$ cat src/rtl/lcd_pkg.sv
// Shared definitions for the character-LCD read and write sequencers:
// state codes, register-select codes and default bus timing.
package lcd_pkg;

    localparam logic [2:0] ST_IDLE    = 3'd0;
    localparam logic [2:0] ST_SETUP   = 3'd1;
    localparam logic [2:0] ST_E_HIGH  = 3'd2;
    localparam logic [2:0] ST_HOLD    = 3'd3;
    localparam logic [2:0] ST_RECOVER = 3'd4;

    localparam logic RS_INSTR = 1'b0;
    localparam logic RS_DATA  = 1'b1;

    // Defaults at 50 MHz
    localparam int unsigned LCD_SETUP_CYCLES   = 3;
    localparam int unsigned LCD_E_HIGH_CYCLES  = 12;
    localparam int unsigned LCD_HOLD_CYCLES    = 2;
    localparam int unsigned LCD_RECOVER_CYCLES = 25;
    localparam logic [15:0] LCD_POLL_LIMIT     = 16'd2000;

    localparam int unsigned LCD_BF_BIT = 7;

    // Timer reload value for a state lasting n clocks
    function automatic logic [7:0] cyc_load(input int unsigned n);
        return 8'(n - 1);
    endfunction

endpackage

$ cat src/rtl/lcd_cycle_timer.sv
// Load/expire down-counter used to time LCD bus phases; done is high
// while the count is zero.
module lcd_cycle_timer (
    input  logic       clk,
    input  logic       rst,
    input  logic       load,
    input  logic [7:0] value,
    output logic       done
);

    logic [7:0] r_count;

    always_ff @(posedge clk or posedge rst) begin
        if (rst) begin
            r_count <= '0;
        end else if (load) begin
            r_count <= value;
        end else if (r_count != '0) begin
            r_count <= r_count - 8'd1;
        end
    end

    assign done = (r_count == '0);

endmodule

$ cat src/rtl/lcd_read_ctrl.sv
// HD44780 read-cycle sequencer: returns the BF/AC byte or a RAM byte, and
// can repeat BF reads until the controller is no longer busy.
module lcd_read_ctrl
    import lcd_pkg::*;
#(
    parameter int unsigned SETUP_CYCLES   = LCD_SETUP_CYCLES,
    parameter int unsigned E_HIGH_CYCLES  = LCD_E_HIGH_CYCLES,
    parameter int unsigned HOLD_CYCLES    = LCD_HOLD_CYCLES,
    parameter int unsigned RECOVER_CYCLES = LCD_RECOVER_CYCLES,
    parameter logic [15:0] POLL_LIMIT     = LCD_POLL_LIMIT
) (
    input  logic       CLK_50MHZ,
    input  logic       BTN_SOUTH,
    input  logic       rd_req,
    input  logic       rd_rs,
    input  logic       rd_poll,
    output logic       rd_busy,
    output logic       rd_valid,
    output logic [7:0] rd_data,
    output logic       rd_bf,
    output logic [6:0] rd_ac,
    output logic       rd_timeout,
    input  logic [7:0] LCD_DB_IN,
    output logic       LCD_DB_OE,
    output logic       LCD_E,
    output logic       LCD_RS,
    output logic       LCD_RW
);

    logic [2:0]  r_state;
    logic        r_rs;
    logic        r_poll;
    logic [15:0] r_poll_cnt;
    logic        r_busy;
    logic        r_valid;
    logic [7:0]  r_data;
    logic        r_timeout;
    logic        r_e;
    logic        r_lcd_rs;
    logic        r_rw;
    logic        r_oe;

    logic        w_done;
    logic        w_load;
    logic [7:0]  w_value;
    logic        w_accept;
    logic        w_bf_set;
    logic        w_repoll;
    logic        w_limit_hit;

    lcd_cycle_timer u_timer (
        .clk   (CLK_50MHZ),
        .rst   (BTN_SOUTH),
        .load  (w_load),
        .value (w_value),
        .done  (w_done)
    );

    // r_busy still high in the rd_valid cycle blocks a same-cycle accept
    assign w_accept    = (r_state == ST_IDLE) && rd_req && !r_busy;
    assign w_bf_set    = r_data[LCD_BF_BIT];
    assign w_repoll    = r_poll && w_bf_set && (r_poll_cnt < POLL_LIMIT);
    assign w_limit_hit = r_poll && w_bf_set && (r_poll_cnt >= POLL_LIMIT);

    always_comb begin
        w_load  = 1'b0;
        w_value = '0;
        case (r_state)
            ST_IDLE: begin
                if (w_accept) begin
                    w_load  = 1'b1;
                    w_value = cyc_load(SETUP_CYCLES);
                end
            end
            ST_SETUP: begin
                if (w_done) begin
                    w_load  = 1'b1;
                    w_value = cyc_load(E_HIGH_CYCLES);
                end
            end
            ST_E_HIGH: begin
                if (w_done) begin
                    w_load  = 1'b1;
                    w_value = cyc_load(HOLD_CYCLES);
                end
            end
            ST_HOLD: begin
                if (w_done) begin
                    w_load  = 1'b1;
                    w_value = cyc_load(RECOVER_CYCLES);
                end
            end
            ST_RECOVER: begin
                if (w_done && w_repoll) begin
                    w_load  = 1'b1;
                    w_value = cyc_load(SETUP_CYCLES);
                end
            end
            default: ;
        endcase
    end

    always_ff @(posedge CLK_50MHZ or posedge BTN_SOUTH) begin
        if (BTN_SOUTH) begin
            r_state    <= ST_IDLE;
            r_rs       <= RS_INSTR;
            r_poll     <= 1'b0;
            r_poll_cnt <= '0;
            r_busy     <= 1'b0;
            r_valid    <= 1'b0;
            r_data     <= '0;
            r_timeout  <= 1'b0;
            r_e        <= 1'b0;
            r_lcd_rs   <= RS_INSTR;
            r_rw       <= 1'b0;
            r_oe       <= 1'b1;
        end else begin
            r_valid <= 1'b0;
            case (r_state)
                ST_IDLE: begin
                    if (w_accept) begin
                        r_rs       <= rd_rs;
                        r_poll     <= rd_poll;
                        r_poll_cnt <= '0;
                        r_timeout  <= 1'b0;
                        r_busy     <= 1'b1;
                        r_rw       <= 1'b1;
                        r_lcd_rs   <= rd_rs;
                        r_oe       <= 1'b0;
                        r_state    <= ST_SETUP;
                    end else begin
                        r_busy <= 1'b0;
                    end
                end
                ST_SETUP: begin
                    if (w_done) begin
                        r_e     <= 1'b1;
                        r_state <= ST_E_HIGH;
                    end
                end
                ST_E_HIGH: begin
                    if (w_done) begin
                        r_e    <= 1'b0;
                        r_data <= LCD_DB_IN;
                        if (r_poll_cnt != '1) begin
                            r_poll_cnt <= r_poll_cnt + 16'd1;
                        end
                        r_state <= ST_HOLD;
                    end
                end
                ST_HOLD: begin
                    if (w_done) begin
                        r_rw     <= 1'b0;
                        r_lcd_rs <= RS_INSTR;
                        r_state  <= ST_RECOVER;
                    end
                end
                ST_RECOVER: begin
                    // OE goes high after the first recover clock so RW=0 leads the drive
                    if (!w_done) begin
                        r_oe <= 1'b1;
                    end else if (w_repoll) begin
                        r_rw     <= 1'b1;
                        r_lcd_rs <= r_rs;
                        r_oe     <= 1'b0;
                        r_state  <= ST_SETUP;
                    end else begin
                        r_valid   <= 1'b1;
                        r_timeout <= w_limit_hit;
                        r_oe      <= 1'b1;
                        r_state   <= ST_IDLE;
                    end
                end
                default: r_state <= ST_IDLE;
            endcase
        end
    end

    assign rd_busy    = r_busy;
    assign rd_valid   = r_valid;
    assign rd_data    = r_data;
    assign rd_timeout = r_timeout;
    assign rd_bf      = (r_rs == RS_INSTR) ? r_data[LCD_BF_BIT] : 1'b0;
    assign rd_ac      = (r_rs == RS_INSTR) ? r_data[6:0] : 7'd0;
    assign LCD_DB_OE  = r_oe;
    assign LCD_E      = r_e;
    assign LCD_RS     = r_lcd_rs;
    assign LCD_RW     = r_rw;

endmodule

$ cat config.mk
export PLATFORM = sky130hd
export DESIGN_NAME = lcd_read_ctrl
export DESIGN_NICKNAME = d
export VERILOG_FILES = /design/src/rtl/lcd_pkg.sv /design/src/rtl/lcd_cycle_timer.sv /design/src/rtl/lcd_read_ctrl.sv
export SDC_FILE = /design/constraint.sdc
export NUM_CORES = 1
export LEC_CHECK = 0
export ABC_AREA = 1
export CAP_MARGIN = 40
export CORE_ASPECT_RATIO = 1.25
export CORE_MARGIN = 2
export CORE_UTILIZATION = 59
export DETAILED_ROUTE_END_ITERATION = 7
export PLACE_DENSITY = 0.94
export RECOVER_POWER = 25
export SETUP_SLACK_MARGIN = 0.15
export SYNTH_ARGS = -nofsm -noshare
export SYNTH_HDL_FRONTEND = slang
export SYNTH_SLANG_ARGS = --single-unit
$ cat constraint.sdc
create_clock -name CLK_50MHZ -period 2.51 [get_ports CLK_50MHZ]
set_clock_uncertainty 0.15 [all_clocks]
set_input_delay 0.502 -clock CLK_50MHZ [delete_from_list [all_inputs] [get_ports CLK_50MHZ]]
set_output_delay 0.502 -clock CLK_50MHZ [all_outputs]
set_load 0.02 [all_outputs]
# [Yosys cells after proc, flatten, opt, wreduce, memory -nomap -nowiden]
# Index checks and enable logic that the tools add are counted.
[classes] n_addsub=2 n_mul=0 div=0 magnitude_cmp=2 n_eq_ne=13 shift=0 n_mux=45 bitwise=0 n_reduce_logical=24
[ops] operator="$mux 16" n=3
[ops] operator="$pmux 16 s2" n=1
[ops] operator="$pmux 5 s5" n=1
[ops] operator="$mux 1" n=21
[ops] operator="$add 16x1->16 const B" n=1
[ops] operator="$ge 16x11->1 const B" n=1
[ops] operator="$lt 16x11->1 const B" n=1
[ops] operator="$mux 8" n=2
[ops] operator="$ne 16x16->1 const B" n=1
[ops] operator="$ne 2x2->1 const B" n=8
[ops] operator="$mux 3" n=5
[ops] operator="$pmux 3 s5" n=1
[ops] operator="$reduce_and 5->1" n=2
[ops] operator="$pmux 1 s3" n=3
[ops] operator="$logic_not 8->1" n=1
[ops] operator="$reduce_and 4->1" n=2
[ops] operator="$reduce_bool 2->1" n=4
[ops] operator="$reduce_bool 8->1" n=1
[ops] operator="$sub 8x1->8 const B" n=1
[ops] operator="$mux 7" n=1
[ops] operator="$eq 3x2->1 const B" n=2
[ops] operator="$logic_and 1x1->1" n=6
[ops] operator="$pmux 1 s2" n=3
[ops] operator="$reduce_and 2->1" n=3
[ops] operator="other kinds (10)" n=11
[word_totals] reg_bits=44 latchBits=0 mem_bits_rw=0 rom_bits=0 out_inout_bits=23 word_cells=99 n_memories=0

# [Depth between registers and ports, before layout]
[logic_depth] depth_word=6 mapped_depth=12

# [Cells and area by module]
# From an unflattened synthesis, not the netlist that was laid out.
[hier_totals] cells_unflattened=366 area_unflattened_um2=2606.2
[by_module_without_submodules] mod="lcd_read_ctrl" instances=1 cells_per_inst=295 area_per_inst_um2=2075.7 seq_area_each_um2=902.1
[by_module_without_submodules] mod="lcd_cycle_timer" instances=1 cells_per_inst=71 area_per_inst_um2=530.5 seq_area_each_um2=200.2

# [Worst setup path before layout]
# No wires, ideal clock.
[synth_timing] kind="reg2reg" startpoint="register u_timer.r_count[0]" endpoint="register r_poll_cnt[11]" setup_ns=0.126 arrival_ns=1.377 required_ns=2.234 path_slack_ns=0.857 path_stages_with_launch=11 n_path_buf=1 period_less_slack_ns=1.653 cell_sequence="dfrtp_1 > inv_1 > ha_1 > nand2_1 > nor2_8 > nand2_4 > nand2_4 > nand2_4 > buf_4 > nand2_1 > o21ai_0"
[synth_via] elab_chain_cells=3
[synth_lines] item="from (decl)" line_no="lcd_cycle_timer.sv:11" text="logic [7:0] r_count;"
[synth_lines] item="from (signal assigned)" line_no="lcd_cycle_timer.sv:17" text="r_count <= value;"
[synth_lines] item="from (signal assigned)" line_no="lcd_cycle_timer.sv:19" text="r_count <= r_count - 8'd1;"
[synth_lines] item="$logic_not 8->1" line_no="lcd_cycle_timer.sv:23" text="assign done = (r_count == '0);"
[synth_lines] item="$ne 2x2->1 (no line)"
[synth_lines] item="$reduce_and 4->1 (no line)"
[synth_lines] item="to (signal assigned)" line_no="lcd_read_ctrl.sv:146" text="r_poll_cnt <= r_poll_cnt + 16'd1;"
[synth_lines] item="to (decl)" line_no="lcd_read_ctrl.sv:33" text="logic [15:0] r_poll_cnt;"
# No other way between the ends.
# A chain may end at the register's enable or synchronous reset.

# [Worst setup path after layout]
[layout_timing] startpoint="register r_rs" endpoint="output port rd_ac[5]"
[layout_via] elab_chain_cells=1
[layout_lines] item="from (decl)" line_no="lcd_read_ctrl.sv:31" text="logic r_rs;"
[layout_lines] item="from (signal assigned)" line_no="lcd_read_ctrl.sv:122" text="r_rs <= rd_rs;"
[layout_lines] item="$mux 7" line_no="lcd_read_ctrl.sv:184" text="assign rd_ac = (r_rs == RS_INSTR) ? r_data[6:0] : 7'd0;"
[layout_lines] item="to (decl)" line_no="lcd_read_ctrl.sv:21" text="output logic [6:0] rd_ac,"
# No other way between the ends.

==> results.yml <==
clock_tree:
  path_clk_slew_ns: 0.10
  ctsLongestPathBuffers: 2
  htree_levels: 2
  cts-root-buf: "clkbuf_8"
  cts_inserted_buffers: 5
  postCtsSetupRepairBufs: 0
  clk_latency_ns: 0.31
  ctsResizeCount: 0
  cts_hold_buf: 0
  cts_sinks: 44
  cts_tree: "built"
placed_design:
  port_buffers: 35
  gp_congestion: 0.934
  hpwl_um: 4380
  dp_slack_ns: 0.393
  dp_cells: 423
yosys:
  yosysSeqAreaShare_pct: 43.3
  netlist_top_cells_area: "dfrtp_1 (42%), nand2_1 (12%), inv_1 (6.5%)"
  syn_inst: 335
  synth_nets: 352
  synth_edf_count: 0
  synth_ff_type: "dfrtp_1"
  synth_area_um2: 2550
  ys.warnings.count: 0
  yosys-top-cells-count: "nand2_1 (84), inv_1 (44), dfrtp_1 (43)"
  synth-seq-cells: 44
  post_synth_num_cell_types: 33
  synth_most_common_cell: "nand2_1"
  synth_area_per_cell_um2: 7.60
  synth_area_leader_cell: "dfrtp_1"
  synth_top_area_share_pct: 42.3
  async_reset_ff_share_pct: 100
cells_and_area:
  finalNetCount: 391
  post-route-util_pct: 74.0
  fillers: 299
  antenna_cells: 0
  final-instance-count-excl-fill: 431
  drive_gt1_share_pct: 8.27
  area_delta_synth_final_pct: 20.1
floorplanning:
  ios: 36
  die_area_um2: 4860
  start_util_pct: 61.6
  die_y_um: 77.4
  fp.coreArea_um2: 4130
  num_rows: 26
  die_w_um: 62.8
min_path:
  hp-class: "flip-flop to flip-flop"
  min_to: "LCD_E"
  whs_path_depth: 2
  min_from: "LCD_E"
timing:
  period_minus_slack_ns: 2.26
  fmax_ghz: 0.443
  hold_viol_final: 0
  hold_slack_ns: 0.361
  setup_ws_ns: 0.252
  setup_viol: 0
  worst_pin_slew_ns: 1.07
  fin_crit_sh_pct: 90.0
  final.setup.tns_ns: 0
  rsz0062_at_grt: "no"
  slew_violations: 0
  slew_headroom_pct: 28.3
setup_path:
  r2r_slack_ns: 0.48
  startpoint_type: "flip-flop"
  cp_slowest_cell: "clkdlybuf4s50_1"
  worstPathRequired_ns: 1.86
  crit_family: "buffers and inverters"
  crit_path_cell_trace: "nor2_1, clkdlybuf4s50_1"
  reg2reg_from: "u_timer.r_count[0]"
  endpoint_kind: "output pin"
  cpPeakStageDelay_ns: 0.61
  r2r_cells: 11
  r2r_end: "u_timer.r_count[5]"
  arrival_ns: 1.61
  crit_path_max_fanout: 10
  crit_start: "r_rs"
  cp_num_buf_inv: 1
  path_class: "flip-flop to output pin"
power_and_ir_drop:
  seqPwrFrac_pct: 32.2
  vdd_drop_max_v: 0.000600
  p_int_mw: 1.86
  power_density_nw_per_um2: 1110
  p_leak_nw: 1.44
  clockPowerShare_pct: 17.1
  p_sw_mw: 1.52
  combPwrFrac_pct: 50.7
  swShare_pct: 45.0
grt:
  grt_use_met2_pct: 48.6
  busiest_layer: "met2"
  grt_use_met1_pct: 29.0
  grt_max_degree: 45
  grt_pass1_wl_um: 10300
  grt-ovfl-total: 0
  antenna_found_initial: 0
  grt_pass1_vias: 2389
  grt_util_all_layers_pct: 26.4
  use_met3_pct: 5.36
route:
  drc: 0
  via_count: 2338
  postRouteWirelength_um: 5980
  ant_nets: 0
  wl_per_cell_um: 13.9
  viasPerCell: 5.42
  drtIter0Drc: 253
  dr.pass1.iters: 5
status:
  outcome: "finished, final reports clean"
run:
  cap_viol_max_count: 0
==> final cells by class <==
class	count	area [µm²]	area share, %
clock buffers	5	68.8	2.25
clock inverters	3	46.3	1.51
inverters	48	183	5.97
multi-input cells	238	1230	40.1
flip-flops and latches	44	1100	36.0
well taps	56	70.1	2.29
repair buffers	37	363	11.9
==> metrics by stage <==
step	power, mW	area [µm²]
final	3.38	3060
after global routing	3.61	3060
after CTS	3.39	3070
after detailed placement	2.80	2960
after global placement	2.72	2960
after floorplan	2.22	2550
==> state kept, by name, indices dropped and copies added (netlist names) <==
name and count:
LCD_E 1, LCD_RS 1, LCD_RW 1, r_poll_cnt 16
rd_data 8, r_rs 1, u_timer.r_count 8, rd_timeout 1
rd_busy 1, LCD_DB_OE 1, r_state 3, r_poll 1
rd_valid 1
==> per-layer routing <==
layer / vias up / share of wire (%)
met1: 1092 / 40
met5: - / 0
li1: 1147 / -
met3: 14 / 4.5
met2: 85 / 54
met4: 0 / 2.1
==> worst min-delay path, delay by kind of cell, from the launching register on <==
kind | cells | cell delay, ns
DFF | 1 | 0.37
AOI/OAI and AO/OA | 1 | 0.06
and+or+nand+nor | 1 | 0.05
==> cells by family (layout without fill, tap and decap cells) <==
kind of cell               after synthesis  count (layout)  share of synthesized area [%]
xor gates and xnor gates                11              11                           3.78
buffers and inverters                   53              93                           8.55
AOI/OAI and AO/OA                       43              43                           9.29
DFF                                     44              44                           43.3
and+or+nand+nor                        180             180                           33.1
adders and majority gates                4               4                           1.97
==> worst max path at each step <==
stage,cells past startpoint,endpoint,slack (ns)
2_1_floorplan,1,LCD_E,0.83
3_3_place_gp,7,r_poll_cnt[15],0.50
3_5_place_dp,7,r_poll_cnt[9],0.39
4_1_cts,2,rd_ac[3],0.27
5_1_grt,2,rd_ac[5],0.17
6_report,2,rd_ac[5],0.25
==> power groups by stage <==
stage / sequential, mW / clock, mW / combinational, mW
3_5_place_dp: 1.09 / 0 / 1.71
5_1_grt: 1.11 / 0.609 / 1.89
6_report: 1.09 / 0.578 / 1.72
3_3_place_gp: 1.09 / 0 / 1.63
4_1_cts: 1.08 / 0.576 / 1.73
2_1_floorplan: 1.16 / 0 / 1.06
==> cells in the final DEF, fill, tap and decap left out, types with 2 or more instances in the layout <==
master	n
nor2_2	4
nand2_4	3
nand2_1	84
nor2_1	39
nand4_1	9
clkbuf_8	5
or2_2	2
inv_2	3
ha_1	4
inv_1	43
nand3_1	25
o21ai_1	2
xor2_1	10
o21ai_0	28
clkdlybuf4s50_1	34
nor3_1	7
a21oi_1	5
o31ai_1	6
dfrtp_1	43
No activity file was read; power rests on OpenSTA's default activity.
